$ cat src/rtl/snake_pkg.sv
// Shared types and helpers for the snake head controller.
// The dir_t encoding equals the go[] bit index of each direction.
package snake_pkg;

    typedef enum logic [1:0] {
        DIR_UP    = 2'd0,
        DIR_DOWN  = 2'd1,
        DIR_LEFT  = 2'd2,
        DIR_RIGHT = 2'd3
    } dir_t;

    typedef enum logic [1:0] {
        ST_IDLE = 2'd0,
        ST_RUN  = 2'd1,
        ST_DEAD = 2'd2
    } state_t;

    localparam int GO_UP      = 0;
    localparam int GO_DOWN    = 1;
    localparam int GO_LEFT    = 2;
    localparam int GO_RIGHT   = 3;
    localparam int GO_RESTART = 4;

    function automatic dir_t opposite(input dir_t d);
        dir_t r;
        r = DIR_LEFT;
        case (d)
            DIR_UP:    r = DIR_DOWN;
            DIR_DOWN:  r = DIR_UP;
            DIR_LEFT:  r = DIR_RIGHT;
            DIR_RIGHT: r = DIR_LEFT;
            default:   r = DIR_LEFT;
        endcase
        return r;
    endfunction

endpackage

$ cat src/rtl/snake_head_ctrl_tick_gen.sv
// Step pacing divider: pulses tick for one cycle every TICK_DIV enabled cycles.
// clr has priority and suppresses the pulse.
module tick_gen #(
    parameter int TICK_DIV = 5_000_000
) (
    input  logic clk,
    input  logic rst_n,
    input  logic clr,
    input  logic en,
    output logic tick
);
    localparam int CW = $clog2(TICK_DIV);

    logic [CW-1:0] cnt_q, cnt_d;

    always_comb begin
        cnt_d = cnt_q;
        tick  = 1'b0;
        if (clr) begin
            cnt_d = '0;
        end else if (en) begin
            if (cnt_q == CW'(TICK_DIV - 1)) begin
                cnt_d = '0;
                tick  = 1'b1;
            end else begin
                cnt_d = cnt_q + CW'(1);
            end
        end
    end

    always_ff @(posedge clk) begin
        if (!rst_n) begin
            cnt_q <= '0;
        end else begin
            cnt_q <= cnt_d;
        end
    end

endmodule

$ cat src/rtl/snake_head_ctrl.sv
// Snake head controller: decodes change-triggered go[] commands, rejects reversals,
// moves the head one cell per tick and dies on leaving the grid.
module snake_head_ctrl
    import snake_pkg::*;
#(
    parameter int GRID_W   = 32,
    parameter int GRID_H   = 24,
    parameter int TICK_DIV = 5_000_000
) (
    input  logic                      clk,
    input  logic                      rst_n,
    input  logic [4:0]                go,
    output logic [$clog2(GRID_W)-1:0] head_x,
    output logic [$clog2(GRID_H)-1:0] head_y,
    output dir_t                      dir,
    output logic                      step,
    output logic                      running,
    output logic                      game_over
);
    localparam int XW = $clog2(GRID_W);
    localparam int YW = $clog2(GRID_H);
    localparam logic [XW-1:0] CX = XW'(GRID_W / 2);
    localparam logic [YW-1:0] CY = YW'(GRID_H / 2);

    logic [4:0]    go_q, go_d;
    state_t        state_q, state_d;
    logic [XW-1:0] head_x_q, head_x_d, next_x;
    logic [YW-1:0] head_y_q, head_y_d, next_y;
    dir_t          dir_q, dir_d, pend_dir_q, pend_dir_d, cmd_dir;
    logic          step_q, step_d;
    logic          changed, restart_cmd, dir_cmd, next_ok, tick, tick_clr, tick_en;

    // Sticky go[]: only a change of level counts as a new press.
    assign changed     = (go != go_q);
    assign restart_cmd = changed && go[GO_RESTART] && !go_q[GO_RESTART];
    assign dir_cmd     = changed && !go[GO_RESTART] && $onehot(go[3:0]);

    always_comb begin
        cmd_dir = DIR_UP;
        if (go[GO_DOWN])  cmd_dir = DIR_DOWN;
        if (go[GO_LEFT])  cmd_dir = DIR_LEFT;
        if (go[GO_RIGHT]) cmd_dir = DIR_RIGHT;
    end

    // Edge check happens before the +/-1 so the arithmetic never wraps.
    always_comb begin
        next_x  = head_x_q;
        next_y  = head_y_q;
        next_ok = 1'b0;
        case (pend_dir_q)
            DIR_UP: begin
                next_ok = (head_y_q != '0);
                next_y  = head_y_q - YW'(1);
            end
            DIR_DOWN: begin
                next_ok = (head_y_q != YW'(GRID_H - 1));
                next_y  = head_y_q + YW'(1);
            end
            DIR_LEFT: begin
                next_ok = (head_x_q != '0);
                next_x  = head_x_q - XW'(1);
            end
            DIR_RIGHT: begin
                next_ok = (head_x_q != XW'(GRID_W - 1));
                next_x  = head_x_q + XW'(1);
            end
            default: next_ok = 1'b0;
        endcase
    end

    assign tick_clr = restart_cmd || (state_q == ST_IDLE);
    assign tick_en  = (state_q == ST_RUN);

    tick_gen #(.TICK_DIV(TICK_DIV)) u_tick_gen (
        .clk  (clk),
        .rst_n(rst_n),
        .clr  (tick_clr),
        .en   (tick_en),
        .tick (tick)
    );

    always_comb begin
        go_d       = go;
        state_d    = state_q;
        head_x_d   = head_x_q;
        head_y_d   = head_y_q;
        dir_d      = dir_q;
        pend_dir_d = pend_dir_q;
        step_d     = 1'b0;
        if (restart_cmd) begin
            state_d    = ST_IDLE;
            head_x_d   = CX;
            head_y_d   = CY;
            dir_d      = DIR_RIGHT;
            pend_dir_d = DIR_RIGHT;
        end else begin
            case (state_q)
                ST_IDLE: begin
                    if (dir_cmd) begin
                        dir_d      = cmd_dir;
                        pend_dir_d = cmd_dir;
                        state_d    = ST_RUN;
                    end
                end
                ST_RUN: begin
                    // Reversal is judged against the committed direction, not pend_dir.
                    if (dir_cmd && (cmd_dir != opposite(dir_q))) begin
                        pend_dir_d = cmd_dir;
                    end
                    if (tick) begin
                        if (next_ok) begin
                            head_x_d = next_x;
                            head_y_d = next_y;
                            dir_d    = pend_dir_q;
                            step_d   = 1'b1;
                        end else begin
                            state_d = ST_DEAD;
                        end
                    end
                end
                ST_DEAD: ;
                default: state_d = ST_IDLE;
            endcase
        end
    end

    always_ff @(posedge clk) begin
        if (!rst_n) begin
            go_q       <= '0;
            state_q    <= ST_IDLE;
            head_x_q   <= CX;
            head_y_q   <= CY;
            dir_q      <= DIR_RIGHT;
            pend_dir_q <= DIR_RIGHT;
            step_q     <= 1'b0;
        end else begin
            go_q       <= go_d;
            state_q    <= state_d;
            head_x_q   <= head_x_d;
            head_y_q   <= head_y_d;
            dir_q      <= dir_d;
            pend_dir_q <= pend_dir_d;
            step_q     <= step_d;
        end
    end

    assign head_x    = head_x_q;
    assign head_y    = head_y_q;
    assign dir       = dir_q;
    assign step      = step_q;
    assign running   = (state_q == ST_RUN);
    assign game_over = (state_q == ST_DEAD);

endmodule

$ cat config.mk
export PLATFORM = sky130hd
export DESIGN_NAME = snake_head_ctrl
export DESIGN_NICKNAME = d
export VERILOG_FILES = /design/src/rtl/snake_pkg.sv /design/src/rtl/snake_head_ctrl_tick_gen.sv /design/src/rtl/snake_head_ctrl.sv
export SDC_FILE = /design/constraint.sdc
export NUM_CORES = 1
export LEC_CHECK = 0
export ABC_AREA = 1
export CAP_MARGIN = 10
export CORE_ASPECT_RATIO = 1.2
export CORE_UTILIZATION = 52
export DETAILED_ROUTE_END_ITERATION = 8
export PLACE_DENSITY_LB_ADDON = 0.25
export SETUP_SLACK_MARGIN = 0.15
export SYNTH_ARGS = -nofsm -noshare
export SYNTH_HDL_FRONTEND = slang
export SYNTH_SLANG_ARGS = --single-unit
export TNS_END_PERCENT = 1
$ cat constraint.sdc
create_clock -name clk -period 2.3 [get_ports clk]
set_input_delay 0.46 -clock clk [delete_from_list [all_inputs] [get_ports clk]]
set_output_delay 0.46 -clock clk [all_outputs]
set_load 0.1 [all_outputs]
==> metrics.csv <==
stage,metric,value,unit
sta,fmax,482,MHz
pwr,P per Cell Area,538,nW/µm²
setup_path,"Critical Path, Cell by Cell",buf_6 > inv_8 > fa_1 > inv_1 > ha_2 > ha_4 > nor4b_4 > nand2_2 > nand2_2 > nand3_1 > nand2_1 > nand3_1,
synth,Compound-Gate Fraction of Synth Area,8.58,%
setup_path,WP buf/inv,3,
synth,mux share of post-synthesis cell area,0,%
synth,largest family of logic cells by synthesized area,simple AND/OR/NAND/NOR gates,
place,Post-DP Area,3010,µm²
setup_path,reg2reg path depth,8,
global_routing,grt total ovfl,0,
synth,post-synthesis async set-or-reset flop share,0,%
sta,crit path time final,2070,ps
clocking,Clock transition at path regs,80,ps
route,drt drc,0,
setup_path,worst stage delay on the critical path,520,ps
finish,FILL cells,473,
sta,RSZ-0062 raised after global routing,false,
synth,simple-gate share of the synthesized area,36.0,%
sta,# setup viols final,0,
finish,Layout area overhead,18.3,%
synth,Synth Warn #,0,
finish,antenna cells,0,
sta,Min Hold Slack,459,ps
synth,syn avg cell area,6.91,µm²
clocking,Max clock buf depth,2,
route,antenna-violating nets left,0,
synth,Post-synth EDFFs,0,
route,Routed WL,5.70,mm
route,wire length per cell,11.8,µm
synth,post-synthesis xor/xnor area fraction,5.28,%
route,DR vias,2454,
clocking,Root Driver,clkbuf_8,
synth,dominant cell type by area after synthesis,dfxtp_1,
clocking,CTS tree,done,
floorplanning,I/O pin cnt,22,
status,outcome,"finished, final reports clean",
clocking,CTS sink cnt,45,
synth,post-synthesis sequential area ratio,33.9,%
finish,share of cells above drive strength 1,15.9,%
global_routing,first-pass GRT wire length,9.84,mm
global_routing,initial antenna violation count,0,
sta,clk_skew,7.12,ps
setup_path,Setup crit end kind,flip-flop,
synth,Synth Cell Area,2660,µm²
run,max-cap check violation count,0,
floorplanning,initial core utilization,54.1,%
setup_path,worst reg-to-reg setup slack,480,ps
finish,final net count,441,
setup_path,critical path class,in -> reg,
setup_path,CP Depth,12,
setup_path,largest delay contributor family on the critical path,adder cells,
sta,max_slew headroom,57.8,%
place,# port buffers,21,
finish,area occupied by multi-input gates,1560,µm²
global_routing,GRT Total Usage,23.7,%
sta,Final period util,90.2,%
setup_path,CP arrival,2270,ps
sta,Max Slew Vio Count,0,
synth,most instantiated cells after synthesis,"nand2_1, inv_1, nor2_1",
floorplanning,Die ar.,5400,µm²
finish,fin area,3140,µm²
min_path,Min-Delay Path Class,in -> reg,
setup_path,critical path startpoint category,primary input,
route,initial drt markers,87,
floorplanning,Core Footprint,4900,µm²
clocking,cts bufs inserted,5,
setup_path,worst r2r src,pend_dir_q[1],
synth,syn_nets,404,
clocking,post-CTS setup buffer count,0,
sta,Final Hold Fails,0,
sta,Worst Max-Slew Pin Slew,628,ps
global_routing,largest net degree at the start of global routing,14,
synth,post-synthesis register bit count,45,
setup_path,CP endpoint,dir[0],
setup_path,WP data required,2500,ps
floorplanning,die height,80.3,µm
sta,total negative slack,0,ps
synth,Post-Synth Adder-Cell Area,6.97,%
place,routability cong.,0.845,
clocking,H-tree depth,2,
synth,Synth top area share,33.9,%
synth,Synth area leaders,"dfxtp_1, nand2_1, inv_1, nor2_1, nand3_1",
pwr,worst vdd ir,0.000269,V
synth,Synth Flop Type,dfxtp_1,
route,First-pass DRT Iterations,4,
place,HPWL Detailed,4.35,mm
synth,cells after synthesis,384,
setup_path,crit path max fanout,3,
setup_path,crit path from,go[1],
setup_path,"Slowest-stage cell, CP",fa_1,
clocking,Skew-Pair Late Insertion Delay,300,ps
clocking,post-cts hold buffer count,0,
global_routing,vias in the first global route,2364,
floorplanning,row cnt,28,
route,Vias/cell,5.09,
finish,register area,901,µm²
floorplanning,Die X,67.2,µm
setup_path,terminus of the critical flop-to-flop path,head_y[4],
pwr,leak pwr,1.50,nW
synth,most common cell in the synthesized netlist,nand2_1,
synth,number of library cell types mapped by synthesis,33,
## area by class of cell
class / instances / share of cell area (%)
timing repair buffer: 32 / 7.85
multi-input combinational: 275 / 49.6
sequential: 45 / 28.7
inverter: 62 / 7.81
tap: 60 / 2.39
clock buffer: 7 / 2.75
clock inverter: 1 / 0.956
## cell usage in the layout (no fill, tap or decap), types with 5 or more instances in the layout
master and n:
nand2_1 86, inv_1 55, nor2_1 51, dfxtp_1 45, nand3_1 29, buf_4 26
a21oi_1 21, xor2_1 14, o21ai_0 11, nand4_1 9, nor3_1 8, ha_1 8
nand2_2 6, clkbuf_8 6, inv_2 5
## worst min-delay path by stage
stage                     cells past startpoint                   end  slack (ps)                 start
after global routing                          4               go_q[0]         490                 go[0]
after floorplan                               2  u_tick_gen.cnt_q[19]         440  u_tick_gen.cnt_q[19]
final                                         4               go_q[0]         460                 go[0]
after CTS                                     2   u_tick_gen.cnt_q[8]         490   u_tick_gen.cnt_q[8]
after global placement                        2  u_tick_gen.cnt_q[19]         460  u_tick_gen.cnt_q[19]
after detailed placement                      2  u_tick_gen.cnt_q[19]         480  u_tick_gen.cnt_q[19]
## worst min-delay path, stage by stage
cell      delay [ps]
clkbuf_2          90
buf_4            100
nand2_1           40
inv_1             40
## flip-flops by register name, indices dropped and copies added, names as in the netlist
register / flops
u_tick_gen.cnt_q: 23
go_q: 5
head_x: 5
head_y: 5
dir: 2
pend_dir_q: 2
state_q: 2
step: 1
## through the flow
| stage | instances | worst slack, ps | utilization, % | power (mW) |
|---|---|---|---|---|
| floorplan | 384 | 71.6 | - | 0.989 |
| global placement | 474 | -573 | 61.3 | 1.05 |
| detailed placement | 474 | -630 | 61.3 | 1.06 |
| CTS | 482 | 158 | 63.7 | 1.68 |
| global route | 482 | 158 | 64.1 | 1.75 |
| finish | 482 | 226 | 64.1 | 1.69 |
## repair_timing
action / CTS / global route
pin swaps: 4 / 4
endpoints found under the setup margin: 5 / 5
resized for setup: 10 / 11
## power by group
group	switching (mW)	internal, mW	total [mW]	leakage (nW)
Clock	0.283	0.355	0.638	0.0585
Combinational	0.154	0.0941	0.248	1.08
Sequential	0.0137	0.791	0.804	0.364
Total	0.451	1.24	1.69	1.50
## layer usage
layer  share of wire [%]  wire length (µm)  vias up  global-route usage [%]
met1                  43              2470     1117                    26.7
met2                  53              2990       35                    43.3
li1                    -                 -     1292                       -
met4                 1.8               101        0                    9.57
met3                 2.3               133       10                    3.13
met5                   0                 0        -                       0
## cell families after synthesis
logic type      count (synthesis)
fa+ha+maj                      13
flops                          45
simple gates                  206
buf+inv                        64
compound gates                 40
xor+xnor                       16
No activity file was read; power rests on OpenSTA's default activity.
